## src/rtl/lsu_pkg.sv

```systemverilog
// Shared types and encodings for the load/store unit.
// Latency: n/a (declarations only).
// Backpressure: n/a.
package lsu_pkg;

  typedef enum logic [1:0] {
    ST_IDLE,
    ST_ACCESS,
    ST_DONE
  } state_t;

  typedef enum logic [1:0] {
    MISALIGNED_LOAD  = 2'd0,
    MISALIGNED_STORE = 2'd1,
    TIMEOUT          = 2'd2,
    ILLEGAL          = 2'd3
  } fault_cause_t;

  localparam logic [6:0] OPC_LOAD  = 7'b0000011;
  localparam logic [6:0] OPC_STORE = 7'b0100011;

  // funct3[1:0] is log2 of the access size, funct3[2] selects zero-extension
  localparam logic [2:0] F3_B  = 3'b000;
  localparam logic [2:0] F3_H  = 3'b001;
  localparam logic [2:0] F3_W  = 3'b010;
  localparam logic [2:0] F3_D  = 3'b011;
  localparam logic [2:0] F3_BU = 3'b100;
  localparam logic [2:0] F3_HU = 3'b101;
  localparam logic [2:0] F3_WU = 3'b110;

  // Which funct3 values exist for a load or store; doubleword forms only on 64-bit.
  function automatic logic f3_legal(input logic is_store, input logic [2:0] f3, input logic wide);
    case (f3)
      F3_B, F3_H, F3_W: return 1'b1;
      F3_D:             return wide;
      F3_BU, F3_HU:     return !is_store;
      F3_WU:            return wide && !is_store;
      default:          return 1'b0;
    endcase
  endfunction

endpackage

```

## src/rtl/lsu_if.sv

```systemverilog
// Main memory port between the load/store unit (master) and memory (slave).
// Latency: wires only.
// Backpressure: memory holds mem_busy high until it completes the request.
interface lsu_mem_if #(
  parameter int XLEN = 32
);
  logic [XLEN-1:0]   mem_addr;
  logic [XLEN-1:0]   mem_wdata;
  logic [XLEN/8-1:0] mem_strb;
  logic              mem_read;
  logic              mem_write;
  logic              mem_busy;
  logic [XLEN-1:0]   mem_rdata;

  modport master (
    output mem_addr, mem_wdata, mem_strb, mem_read, mem_write,
    input  mem_busy, mem_rdata
  );

  modport slave (
    input  mem_addr, mem_wdata, mem_strb, mem_read, mem_write,
    output mem_busy, mem_rdata
  );
endinterface

```

## src/rtl/lsu_align.sv

```systemverilog
// Byte-lane steering: store strobes/data placement and load extraction/extension.
// Latency: purely combinational.
// Backpressure: none.
module lsu_align import lsu_pkg::*; #(
  parameter int XLEN = 32
) (
  input  logic [$clog2(XLEN/8)-1:0] lane,
  input  logic [1:0]                size,
  input  logic                      zext,
  input  logic [XLEN-1:0]           st_data,
  input  logic [XLEN-1:0]           ld_raw,
  output logic [XLEN/8-1:0]         strb,
  output logic [XLEN-1:0]           st_lanes,
  output logic [XLEN-1:0]           ld_ext
);
  localparam int NB = XLEN / 8;

  logic [NB-1:0]   size_mask;
  logic [XLEN-1:0] ld_shift;
  logic            sign_bit;
  int              nbits;
  int              nbytes;

  // Shift lanes into place and extend the selected field from its top bit.
  always_comb begin
    nbytes = 1 << size;
    nbits  = 8 << size;
    if (nbits > XLEN) nbits = XLEN;
    for (int i = 0; i < NB; i++) size_mask[i] = (i < nbytes);
    strb     = size_mask << lane;
    st_lanes = st_data << {lane, 3'b000};
    ld_shift = ld_raw >> {lane, 3'b000};
    case (size)
      2'd0:    sign_bit = ld_shift[7];
      2'd1:    sign_bit = ld_shift[15];
      2'd2:    sign_bit = ld_shift[31];
      default: sign_bit = ld_shift[XLEN-1];
    endcase
    if (zext) sign_bit = 1'b0;
    for (int i = 0; i < XLEN; i++) ld_ext[i] = (i < nbits) ? ld_shift[i] : sign_bit;
  end

endmodule

```

## src/rtl/load_store_unit.sv

```systemverilog
// Executes RV32I/RV64I loads and stores on the shared memory port with fault detection.
// Latency: 2 cycles start-to-done plus one per busy cycle; issue-time faults complete in 1.
// Backpressure: ready low while busy; waits on mem_busy, optional timeout after MAX_WAIT busy cycles.
module load_store_unit import lsu_pkg::*; #(
  parameter int XLEN           = 32,
  parameter int REG_SELECT_LEN = 5,
  parameter int MAX_WAIT       = 0
) (
  input  logic                      clk,
  input  logic                      reset,
  input  logic                      start,
  output logic                      ready,
  input  logic [31:0]               instruction,
  input  logic [XLEN-1:0]           rs1_data,
  input  logic [XLEN-1:0]           rs2_data,
  lsu_mem_if.master                 mem,
  output logic                      rd_we,
  output logic [REG_SELECT_LEN-1:0] rd_sel,
  output logic [XLEN-1:0]           rd_data,
  output logic                      done,
  output logic                      fault,
  output logic [1:0]                fault_cause,
  output logic [XLEN-1:0]           fault_addr
);
  localparam int          LANE_W     = $clog2(XLEN / 8);
  localparam int          CNT_W      = 16;
  localparam logic [31:0] MAX_WAIT_U = 32'(MAX_WAIT);

  state_t state_q, state_d;

  // Issue-time decode of the incoming instruction
  logic              dec_load, dec_store, dec_legal, dec_misaligned, issue_fault;
  logic [XLEN-1:0]   imm, ea_issue;
  logic [2:0]        dec_f3, amask;
  fault_cause_t      issue_cause;

  // Latched instruction context
  logic [REG_SELECT_LEN-1:0] rd_q;
  logic [2:0]                f3_q;
  logic                      store_q;
  logic [XLEN-1:0]           rs2_q, ea_q, rd_data_q, fault_addr_q;
  logic                      fault_q;
  fault_cause_t              cause_q;
  logic [CNT_W-1:0]          wait_cnt_q;
  logic [31:0]               wait_next;
  logic                      timeout_hit;

  logic [XLEN/8-1:0] lane_strb;
  logic [XLEN-1:0]   lane_wdata, ld_ext;

  // Decode, effective address and fault classification for the word on the issue bus
  always_comb begin
    dec_f3    = instruction[14:12];
    dec_load  = (instruction[6:0] == OPC_LOAD);
    dec_store = (instruction[6:0] == OPC_STORE);
    if (dec_store) imm = {{(XLEN-12){instruction[31]}}, instruction[31:25], instruction[11:7]};
    else           imm = {{(XLEN-12){instruction[31]}}, instruction[31:20]};
    ea_issue  = rs1_data + imm;
    dec_legal = (dec_load || dec_store) && f3_legal(dec_store, dec_f3, XLEN == 64);
    case (dec_f3[1:0])
      2'd0:    amask = 3'b000;
      2'd1:    amask = 3'b001;
      2'd2:    amask = 3'b011;
      default: amask = 3'b111;
    endcase
    dec_misaligned = |(ea_issue[2:0] & amask);
    issue_fault    = !dec_legal || dec_misaligned;
    issue_cause    = MISALIGNED_LOAD;
    if (!dec_legal)     issue_cause = ILLEGAL;
    else if (dec_store) issue_cause = MISALIGNED_STORE;
  end

  // Timeout fires on the busy cycle that brings the wait count up to MAX_WAIT
  always_comb begin
    wait_next   = 32'(wait_cnt_q) + 32'd1;
    timeout_hit = (MAX_WAIT != 0) && mem.mem_busy && (wait_next >= MAX_WAIT_U);
  end

  lsu_align #(.XLEN(XLEN)) u_align (
    .lane     (ea_q[LANE_W-1:0]),
    .size     (f3_q[1:0]),
    .zext     (f3_q[2]),
    .st_data  (rs2_q),
    .ld_raw   (mem.mem_rdata),
    .strb     (lane_strb),
    .st_lanes (lane_wdata),
    .ld_ext   (ld_ext)
  );

  // State register
  always_ff @(posedge clk) begin
    if (reset) state_q <= ST_IDLE;
    else       state_q <= state_d;
  end

  // Next state and all state-decoded outputs
  always_comb begin
    state_d        = state_q;
    ready          = 1'b0;
    done           = 1'b0;
    fault          = 1'b0;
    rd_we          = 1'b0;
    mem.mem_read   = 1'b0;
    mem.mem_write  = 1'b0;
    mem.mem_strb   = '0;
    mem.mem_addr   = ea_q;
    mem.mem_wdata  = lane_wdata;
    rd_sel         = rd_q;
    rd_data        = rd_data_q;
    fault_cause    = cause_q;
    fault_addr     = fault_addr_q;
    case (state_q)
      ST_IDLE: begin
        ready = 1'b1;
        if (start) state_d = issue_fault ? ST_DONE : ST_ACCESS;
      end
      ST_ACCESS: begin
        mem.mem_read  = !store_q;
        mem.mem_write = store_q;
        mem.mem_strb  = lane_strb;
        if (!mem.mem_busy || timeout_hit) state_d = ST_DONE;
      end
      ST_DONE: begin
        done    = 1'b1;
        fault   = fault_q;
        rd_we   = !fault_q && !store_q && (rd_q != '0);
        state_d = ST_IDLE;
      end
      default: state_d = ST_IDLE;
    endcase
  end

  // Capture instruction context at issue, read data on completion, fault info on abort
  always_ff @(posedge clk) begin
    if (reset) begin
      rd_q         <= '0;
      f3_q         <= '0;
      store_q      <= 1'b0;
      rs2_q        <= '0;
      ea_q         <= '0;
      rd_data_q    <= '0;
      fault_q      <= 1'b0;
      cause_q      <= MISALIGNED_LOAD;
      fault_addr_q <= '0;
      wait_cnt_q   <= '0;
    end else begin
      case (state_q)
        ST_IDLE: if (start) begin
          rd_q       <= REG_SELECT_LEN'(instruction[11:7]);
          f3_q       <= dec_f3;
          store_q    <= dec_store;
          rs2_q      <= rs2_data;
          ea_q       <= ea_issue;
          fault_q    <= issue_fault;
          cause_q    <= issue_cause;
          wait_cnt_q <= '0;
          if (issue_fault) fault_addr_q <= ea_issue;
        end
        ST_ACCESS: begin
          if (!mem.mem_busy) begin
            if (!store_q) rd_data_q <= ld_ext;
          end else begin
            wait_cnt_q <= wait_cnt_q + CNT_W'(1);
            if (timeout_hit) begin
              fault_q      <= 1'b1;
              cause_q      <= TIMEOUT;
              fault_addr_q <= ea_q;
            end
          end
        end
        default: ;
      endcase
    end
  end

endmodule

```

## src/flat_wrapper.sv

```systemverilog
// flat-port wrapper written by rule: the top's interface ports become plain ports
module load_store_unit_flat import lsu_pkg::*;
#(
  parameter int XLEN           = 32,
  parameter int REG_SELECT_LEN = 5,
  parameter int MAX_WAIT       = 0
)
  (clk, reset, start, ready, instruction, rs1_data, rs2_data, rd_we, rd_sel, rd_data, done, fault, fault_cause, fault_addr, mem_mem_addr, mem_mem_wdata, mem_mem_strb, mem_mem_read, mem_mem_write, mem_mem_busy, mem_mem_rdata);
  lsu_mem_if #(.XLEN(XLEN)) mem_i ();
  input  logic clk;
  input  logic reset;
  input  logic start;
  output logic ready;
  input  logic [31:0] instruction;
  input  logic [XLEN-1:0] rs1_data;
  input  logic [XLEN-1:0] rs2_data;
  output logic rd_we;
  output logic [REG_SELECT_LEN-1:0] rd_sel;
  output logic [XLEN-1:0] rd_data;
  output logic done;
  output logic fault;
  output logic [1:0] fault_cause;
  output logic [XLEN-1:0] fault_addr;
  output wire logic [$bits(mem_i.mem_addr)-1:0] mem_mem_addr;
  output wire logic [$bits(mem_i.mem_wdata)-1:0] mem_mem_wdata;
  output wire logic [$bits(mem_i.mem_strb)-1:0] mem_mem_strb;
  output wire logic [$bits(mem_i.mem_read)-1:0] mem_mem_read;
  output wire logic [$bits(mem_i.mem_write)-1:0] mem_mem_write;
  input wire logic [$bits(mem_i.mem_busy)-1:0] mem_mem_busy;
  input wire logic [$bits(mem_i.mem_rdata)-1:0] mem_mem_rdata;
  assign mem_mem_addr = mem_i.mem_addr;
  assign mem_mem_wdata = mem_i.mem_wdata;
  assign mem_mem_strb = mem_i.mem_strb;
  assign mem_mem_read = mem_i.mem_read;
  assign mem_mem_write = mem_i.mem_write;
  assign mem_i.mem_busy = mem_mem_busy;
  assign mem_i.mem_rdata = mem_mem_rdata;
  load_store_unit #(.XLEN(XLEN), .REG_SELECT_LEN(REG_SELECT_LEN), .MAX_WAIT(MAX_WAIT)) u_core (.clk(clk), .reset(reset), .start(start), .ready(ready), .instruction(instruction), .rs1_data(rs1_data), .rs2_data(rs2_data), .mem(mem_i), .rd_we(rd_we), .rd_sel(rd_sel), .rd_data(rd_data), .done(done), .fault(fault), .fault_cause(fault_cause), .fault_addr(fault_addr));
endmodule
```

## config.mk

```make
export PLATFORM = sky130hd
export DESIGN_NAME = load_store_unit_flat
export DESIGN_NICKNAME = d
export VERILOG_FILES = /design/src/rtl/lsu_pkg.sv /design/src/rtl/lsu_if.sv /design/src/rtl/lsu_align.sv /design/src/rtl/load_store_unit.sv /design/src/flat_wrapper.sv
export SDC_FILE = /design/constraint.sdc
export NUM_CORES = 1
export LEC_CHECK = 0
export BUFFER_PORTS_ARGS = -buffer_cell sky130_fd_sc_hd__buf_2
export CAP_MARGIN = 10
export CORE_MARGIN = 2
export CORE_UTILIZATION = 45
export DETAILED_ROUTE_END_ITERATION = 12
export GPL_TIMING_DRIVEN = 0
export HOLD_SLACK_MARGIN = 0.08
export PLACE_DENSITY_LB_ADDON = 0.25
export RECOVER_POWER = 25
export SETUP_SLACK_MARGIN = 0.5
export SYNTH_ARGS = -nofsm -noshare
export SYNTH_HDL_FRONTEND = slang
export SYNTH_SLANG_ARGS = --single-unit
```

## constraint.sdc

```tcl
create_clock -name clk -period 3.4 [get_ports clk]
set_clock_uncertainty 0.15 [all_clocks]
set_input_delay 0.17 -clock clk [delete_from_list [all_inputs] [get_ports clk]]
set_output_delay 0.17 -clock clk [all_outputs]
set_load 0.01 [all_outputs]
```

==> flow_summary.yaml, run 1 <==
run_status:
  status: "finished, final reports clean"
pwr:
  power_frac_seq: 0.366
  comb_power_share: 0.269
  p_switching_mw: 1.585
  clkPwrFrac: 0.364
  ir_worst_vdd_uv: 377.3
  finalPower_mw: 5.054
  internal-power_mw: 3.469
  p_sw_frac: 0.3135
  cellLeakagePower_nw: 4.859
  power.density_nw_per_um2: 434.3
final_layout:
  nets: 1597
  drive_gt1_frac: 0.2548
  final-seq-area_um2: 2843
  final_common_cell: "nand2_1"
  layout_common_cells: "nand2_1 (210), buf_2 (203), dfxtp_1 (142), a21oi_1 (123), clkbuf_1 (121)"
  area_growth_pct: 44.69
  diodes: 0
  post-route-util: 0.6705
  num-fill-cells: 1541
  multi_input_area_um2: 5245
grt:
  grt_busiest_layer: "met2"
  grt_pass1_vias: 8725
  grt_first_pass_wirelength_um: 43910
  gr-usage-met3: 0.06107
  grtUsageMet2: 0.5025
  grt-ovfl-total: 0
  grt_max_degree: 22
  grt_usage: 0.2983
  met1_usage: 0.3634
  antenna_found_initial: 0
clock_network:
  clk_path_buf_depth: 2
  cts.sinks: 142
  cts_buffers: 17
  root_buffer: "clkbuf_16"
  cts_max_level: 4
  clk_latency_ns: 0.41
  cts_tree: "built"
  path_clk_slew_ns: 0.07
drt:
  drt_iter0_markers: 452
  dr.pass1.iters: 5
  drc: 0
  routed_wl_um: 30190
  antenna_left: 0
  drt-wirelength-per-cell_um: 18.09
  avgViaCountPerCell: 5.529
  dr_total_vias: 9228
synthesis:
  yosys_register_bits: 142
  ys_types: 63
  synthArstFlopShare: 0
  synth_warnings: 0
  netlist_area_um2: 8043
  yosysSeqAreaShare: 0.3535
  yosys_most_used_dff: "dfxtp_1"
  avgSynthCellArea_um2: 7.704
  synth_edf_count: 0
  syn_inst: 1044
  syn-num-nets: 1208
timing:
  rsz0062_at_grt: "yes"
  worst_pin_slew_ns: 0.8880
  drv_slew: 0
  hold_viol_final: 0
  relSlewSlack: 0.4034
  finalSetupViolCount: 0
  period_needed_ns: 3.067
  fmax_ghz: 0.3261
  period_share: 0.9021
placed_design:
  dp_hpwl_um: 21480
  place_congestion: 0.8891
  io_buffers: 271
hold_path:
  hold_class: "input pin to register"
  hold_start: "reset"
  whs_path_depth: 3
worst_setup_path:
  reg2reg_depth: 7
  required_ns: 3.57
  startpoint: "instruction[2]"
  worstSetupEndpointType: "register"
  crit_type: "input pin to register"
  path_max_fanout: 5
  worstSetupStartpointType: "input pin"
  r2r_start: "u_core.state_q[0]"
  arrival_ns: 3.24
floorplan:
  initial_core_util: 0.4634
  io_pins: 277
  die-area_um2: 18960
  core_um2: 17360
  rows: 48
  die_h_um: 137.7
  die_w_um: 137.7
job:
  maxCapViolations: 0
cell usage after synthesis, types with 5 or more instances:
cell type	instances	area share
a211oi_1	38	0.035
a21o_1	8	0.0075
a21oi_1	133	0.083
and2_1	12	0.0093
buf_1	5	0.0023
buf_2	5	0.0031
clkbuf_1	63	0.029
dfxtp_1	142	0.35
ha_1	31	0.048
inv_1	13	0.0061
mux2_2	22	0.031
mux2i_1	32	0.040
nand2_1	212	0.099
nand2b_1	5	0.0039
nand3_1	15	0.0093
nand3b_1	16	0.015
nand4_1	9	0.0070
nor2_1	80	0.037
nor2b_1	14	0.011
nor3_1	21	0.013
nor3b_1	5	0.0047
nor4_1	6	0.0047
o211ai_1	10	0.0093
o21a_1	9	0.0084
o21ai_0	51	0.032
o21bai_1	6	0.0056
xnor2_1	13	0.014
xor2_1	9	0.0098
critical path: stages:
cell and delay (ns):
buf_6 0.09, nor4_4 0.31, nand4_1 0.14, buf_6 0.16, mux2_4 0.21, ha_4 0.14, inv_2 0.04, fa_2 0.41
nor2b_4 0.16, o2111ai_4 0.18, a211o_1 0.35, a41oi_4 0.31, buf_4 0.17, buf_6 0.08, xnor2_1 0.07, a211oi_1 0.25
routing by layer:
layer	routed length (um)	share of wire
met5	0	0
met4	1183	0.039
met3	2225	0.074
met2	14400	0.48
met1	12390	0.41
sequential cells by signal, indices dropped and copies added (netlist names), 2 cells and up:
signal / cells
u_core.rs2_q: 32
u_core.rd_data: 32
u_core.f3_q: 3
u_core.fault_addr: 32
u_core.rd_sel: 5
u_core.mem.mem_addr: 32
u_core.state_q: 2
u_core.fault_cause: 2
layout make-up:
type	count	area share
plain buffers	74	0.03161
clock buffers	19	0.03892
repair buffers	369	0.1959
well taps	225	0.02419
inverters	13	0.004193
clock inverters	11	0.01021
multi-input cells	816	0.4507
flip-flops and latches	142	0.2443
repair_timing:
action,in CTS,in global routing
hold buffers,62,0
pin swaps,16,22
setup buffers,12,20
hold endpoints to repair,60,0
setup endpoints to repair,85,72
cloned,0,5
gates resized for setup,21,75
cell families (layout without fill, tap and decap cells):
group / count (synthesis) / after routing / share of synthesized area
xor gates and xnor gates: 22 / 22 / 0.02396
DFF: 142 / 142 / 0.3535
buffers and inverters: 87 / 486 / 0.04154
muxes: 54 / 54 / 0.07063
adders and majority gates: 32 / 32 / 0.05072
AOI/OAI and AO/OA: 293 / 293 / 0.2271
and+or+nand+nor: 414 / 415 / 0.2326
metrics by stage:
| step | area (um^2) | cells | TNS, ns | hold slack, ns | setup slack [ns] |
|---|---|---|---|---|---|
| detailed placement | 9814 | 1540 | -17.55 | 0.2670 | -0.4659 |
| floorplan | 8177 | 1044 | 0 | 0.1560 | 0.2646 |
| global placement | 9814 | 1540 | -13.14 | 0.2609 | -0.3707 |
| global route | 11640 | 1669 | 0 | 0.1064 | 0.2084 |
| CTS | 11190 | 1644 | 0 | 0.08370 | 0.3616 |
| finish | 11640 | 1669 | 0 | 0.06403 | 0.3330 |
path summary, 6_finish.rpt:
kind | endpoint | slack (ns)
setup / recovery | u_core.fault_addr[20] | 0.33
hold / removal | u_core.fault_addr[27] | 0.06
setup reg to reg | u_core.mem.mem_addr[8] | 0.65
hold reg to reg | u_core.rs2_q[24] | 0.30
power groups by stage:
stage | Sequential [mW] | Clock [mW] | Combinational, mW
after floorplan | 1.91 | 0 | 0.686
after global placement | 1.88 | 0 | 1.13
after detailed placement | 1.88 | 0 | 1.14
after CTS | 1.85 | 1.85 | 1.24
after global routing | 1.86 | 1.92 | 1.48
final | 1.85 | 1.84 | 1.36
Note: power is estimated with default switching activity, not from simulation.
==> run 2: changes to the inputs <==
BUFFER_PORTS_ARGS = -buffer_cell sky130_fd_sc_hd__buf_4   (was -buffer_cell sky130_fd_sc_hd__buf_2)
==> flow_summary.yaml, run 2 (synthesized netlist as in run 1, its figures left out) <==
run_status:
  status: "finished, final reports clean"
drt:
  routed_wl_um: 30770
  avgViaCountPerCell: 5.581
  top_layer_used: "met4"
  drt-wirelength-per-cell_um: 18.35
  route.met2.wl_um: 14650
  drc: 0
  drt_iter0_markers: 561
  dr_total_vias: 9360
  met3_length_um: 2441
  dr.pass1.iters: 5
  wl_met1_um: 12530
  antenna_left: 0
worst_setup_path:
  cpPeakStageDelay_ns: 0.37
  r2r_slack_ns: 0.65
  worstSetupEndpointType: "register"
  path_max_fanout: 4
  worstSetupStartpointType: "input pin"
  r2r_start: "u_core.state_q[0]"
  reg2reg_depth: 7
  required_ns: 3.55
  r2r-end: "u_core.rd_data[2]"
  arrival_ns: 3.17
  cp_cell_sequence: "buf_6, nor4_4, nand4_1, buf_4, mux2_4, ha_4, inv_2, fa_2, nor2b_4, o2111ai_4, a211o_1, a41oi_4, buf_6, a21boi_4, a311o_1"
  critPathMostFrequentCell: "buf_6"
  critPathSlowestCell: "fa_2"
  crit_type: "input pin to register"
final_layout:
  num-fill-cells: 1455
  area_growth_pct: 52.49
  final-seq-area_um2: 2843
  post-route-util: 0.7066
  drive_gt1_frac: 0.2658
  diodes: 0
  multi_input_area_um2: 5353
  nets: 1603
  layout_common_cells: "buf_4 (227), nand2_1 (203), dfxtp_1 (142), clkbuf_1 (122), a21oi_1 (121)"
  final_common_cell: "buf_4"
pwr:
  clkPwrFrac: 0.353
  p_sw_frac: 0.3202
  p_switching_mw: 1.645
  power_frac_seq: 0.361
  comb_power_share: 0.286
  finalPower_mw: 5.137
  cellLeakagePower_nw: 5.044
  ir_worst_vdd_uv: 390.2
  internal-power_mw: 3.492
  power.density_nw_per_um2: 418.8
grt:
  grt-ovfl-total: 0
  antenna_found_initial: 0
  grt_pass1_vias: 8501
  grt_first_pass_wirelength_um: 43880
  grt_usage: 0.3001
  grt_max_degree: 22
clock_network:
  clk_path_buf_depth: 2
  cts_max_level: 4
  cts_buffers: 17
  cts_tree: "built"
  cts.sinks: 142
  clk_latency_ns: 0.42
  root_buffer: "clkbuf_16"
  path_clk_slew_ns: 0.06
hold_path:
  whs_path_depth: 5
  min_to: "u_core.rd_data[6]"
  hold_class: "input pin to register"
  hold_start: "mem_mem_rdata[14]"
floorplan:
  io_pins: 277
  rows: 48
  initial_core_util: 0.4634
  die-area_um2: 18960
  core_um2: 17360
  die_w_um: 137.7
  die_h_um: 137.7
placed_design:
  io_buffers: 271
  dp_hpwl_um: 21700
  place_congestion: 0.9235
job:
  maxCapViolations: 0
timing:
  drv_slew: 0
  finalSetupViolCount: 0
  fmax_ghz: 0.3316
  hold_viol_final: 0
  relSlewSlack: 0.4964
  rsz0062_at_grt: "yes"
  period_share: 0.8871
  worst_pin_slew_ns: 0.7496
  period_needed_ns: 3.016
## run 2: cell type report
cell class | instances | area share
Buffer | 74 | 0.02857
Clock buffer | 20 | 0.03724
Clock inverter | 12 | 0.009080
Inverter | 13 | 0.003979
Multi-Input combinational cell | 816 | 0.4364
Sequential cell | 142 | 0.2318
Tap cell | 225 | 0.02295
Timing Repair Buffer | 375 | 0.2300
## run 2: repair_timing
action	4_1_cts	5_1_grt
hold buffers	66	1
endpoints found under the setup margin	85	69
pin swaps	19	35
gates resized for setup	27	88
hold endpoints to repair	64	7
buffers inserted	17	17
cloned	0	4
## run 2: how the worst max path moves through the flow
stage	startpoint	slack, ns	end	depth (start not counted)
2_1_floorplan	instruction[6]	0.26	u_core.fault_addr[28]	13
3_3_place_gp	instruction[6]	-0.38	u_core.fault_addr[28]	14
3_5_place_dp	instruction[6]	-0.43	u_core.fault_addr[28]	14
4_1_cts	instruction[2]	0.46	u_core.fault_addr[28]	15
5_1_grt	instruction[3]	0.22	u_core.mem.mem_addr[31]	14
6_report	instruction[3]	0.38	u_core.mem.mem_addr[24]	15
## run 2: stage by stage
step	hold slack [ns]	instance area, um^2	worst slack, ns	cells	setup TNS [ns]
final	0.08831	12260	0.3839	1677	0
after global routing	0.1001	12260	0.2243	1677	0
after CTS	0.08063	11980	0.4582	1655	0
after detailed placement	0.2770	10490	-0.4253	1540	-15.61
after global placement	0.2662	10490	-0.3823	1540	-13.79
after floorplan	0.1560	8177	0.2646	1044	0
## run 2: worst max-delay path, delay by kind of cell
kind | cells | cell delay [ns]
muxes | 1 | 0.21
buffers and inverters | 4 | 0.46
AOI/OAI and AO/OA | 5 | 1.24
adders and majority gates | 2 | 0.50
and+or+nand+nor | 3 | 0.58
## run 2: metal layers
metal,vias to the layer above,track usage
met3,90,0.06034
met5,-,0
met1,4355,0.3680
met2,454,0.5022
met4,0,0.1463
li1,4461,-
## run 2: power groups by stage
stage | clock, mW | sequential, mW | combinational (mW)
floorplan | 0 | 1.91 | 0.686
global placement | 0 | 1.89 | 1.23
detailed placement | 0 | 1.89 | 1.24
CTS | 1.83 | 1.85 | 1.36
global route | 1.89 | 1.86 | 1.58
finish | 1.81 | 1.85 | 1.47
==> run 3: changes to the inputs <==
CORE_UTILIZATION = 47   (was 45)
CTS_BUF_LIST = sky130_fd_sc_hd__clkbuf_8   (was unset)
==> flow_summary.yaml, run 3 (synthesized netlist as in run 1, its figures left out) <==
worst_setup_path:
  crit_type: "input pin to register"
  path_max_fanout: 5
  required_ns: 3.58
  worstSetupEndpointType: "register"
  arrival_ns: 3.15
  r2r_slack_ns: 0.66
  worstSetupStartpointType: "input pin"
grt:
  grt_pass1_vias: 9139
  grt_max_degree: 22
  grt_usage: 0.3214
  grt-ovfl-total: 0
  grt_first_pass_wirelength_um: 46350
  antenna_found_initial: 0
final_layout:
  instances_no_fill: 1668
  layout_common_cells: "buf_4 (218), nand2_1 (211), dfxtp_1 (141), a21oi_1 (128), clkbuf_1 (121)"
  final_common_cell: "buf_4"
  area_growth_pct: 47.37
  diodes: 0
  finalInstanceArea_um2: 11850
  nets: 1601
  drive_gt1_frac: 0.2438
floorplan:
  io_pins: 277
  core_um2: 16640
  die_h_um: 134.8
  rows: 47
  die-area_um2: 18180
  die_w_um: 134.8
  initial_core_util: 0.4833
timing:
  hold_viol_final: 0
  fmax_ghz: 0.3371
  finalSetupViolCount: 0
  fin_tns_setup_ns: 0
  worst_pin_slew_ns: 0.8272
  period_share: 0.8725
  relSlewSlack: 0.4443
  rsz0062_at_grt: "yes"
  drv_slew: 0
  period_needed_ns: 2.966
pwr:
  ir_worst_vdd_uv: 262.2
  finalPower_mw: 4.548
  clkPwrFrac: 0.283
  cellLeakagePower_nw: 4.843
  p_switching_mw: 1.535
  p_sw_frac: 0.3374
  power.density_nw_per_um2: 383.7
  comb_power_share: 0.310
  power_frac_seq: 0.408
  internal-power_mw: 3.013
drt:
  avgViaCountPerCell: 5.710
  route.met2.wl_um: 15030
  dr_total_vias: 9525
  antenna_left: 0
  drt-wirelength-per-cell_um: 18.31
  met3_length_um: 2493
  drc: 0
  dr.pass1.iters: 6
  routed_wl_um: 30540
  top_layer_used: "met4"
  wl_met1_um: 11890
  drt_iter0_markers: 684
placed_design:
  dpl.cell_count: 1535
  dp_hpwl_um: 21240
  io_buffers: 271
  place_area_um2: 10490
  place_congestion: 0.9462
clock_network:
  root_buffer: "clkbuf_8"
  cts_tree: "built"
  cts_max_level: 4
  cts_buffers: 17
  clk_path_buf_depth: 2
  cts.sinks: 142
  clk_latency_ns: 0.45
  path_clk_slew_ns: 0.08
run_status:
  status: "finished, final reports clean"
job:
  maxCapViolations: 0
hold_path:
  hold_class: "input pin to register"
==> run 3: power by group through the flow <==
stage,Clock (mW),Sequential [mW],Combinational [mW]
2_1_floorplan,0,1.91,0.686
3_3_place_gp,0,1.89,1.22
3_5_place_dp,0,1.89,1.23
4_1_cts,1.29,1.85,1.36
5_1_grt,1.36,1.87,1.52
6_report,1.29,1.85,1.41
==> run 3: repair_timing <==
action | 4_1_cts | 5_1_grt
buffers inserted | 10 | 12
hold endpoints to repair | 76 | 0
hold buffers | 81 | 0
gates resized for setup | 28 | 45
endpoints found under the setup margin | 91 | 76
pin swaps | 22 | 34
==> run 3: worst max-delay path, cell delays in order <==
cell	delay, ns
buf_6	0.09
nor4_4	0.27
nand4_1	0.16
buf_4	0.19
mux2_4	0.31
ha_4	0.17
inv_2	0.05
fa_2	0.24
nor2b_4	0.06
o2111ai_4	0.24
a21oi_2	0.10
o31a_4	0.42
a211oi_4	0.35
nor4_2	0.08
a211o_1	0.23
==> run 3: layout make-up <==
cell class	instances	area (um^2)
Tap cell	220	275.3
Clock inverter	11	96.34
Multi-Input combinational cell	815	5230
Fill cell	1403	4790
Clock buffer	19	261.5
Timing Repair Buffer	374	2766
Inverter	13	48.80
Sequential cell	142	2844
Buffer	74	330.3
==> run 3: path summary, 6_finish.rpt <==
check                          from                     to  cells after the start
setup / recovery     instruction[6]  u_core.fault_addr[26]                     15
hold / removal       instruction[0]  u_core.fault_cause[0]                      3
setup reg to reg  u_core.state_q[0]     u_core.rd_data[24]                      7
hold reg to reg    u_core.rs2_q[30]       u_core.rs2_q[30]                      2
==> run 3: metal layers <==
metal	vias up	global-route usage
li1	4470	-
met1	4485	0.3872
met2	477	0.5578
met3	93	0.05480
met4	0	0.1497
met5	-	0
==> run 3: metrics by stage <==
step                setup slack, ns  hold slack, ns  utilization
CTS                          0.4463         0.08198       0.7124
global route                 0.3286          0.1160       0.7122
finish                       0.4336         0.09608       0.7122
floorplan                    0.2646          0.1560            -
detailed placement          -0.3839          0.2771       0.6301
global placement            -0.3337          0.2676       0.6301
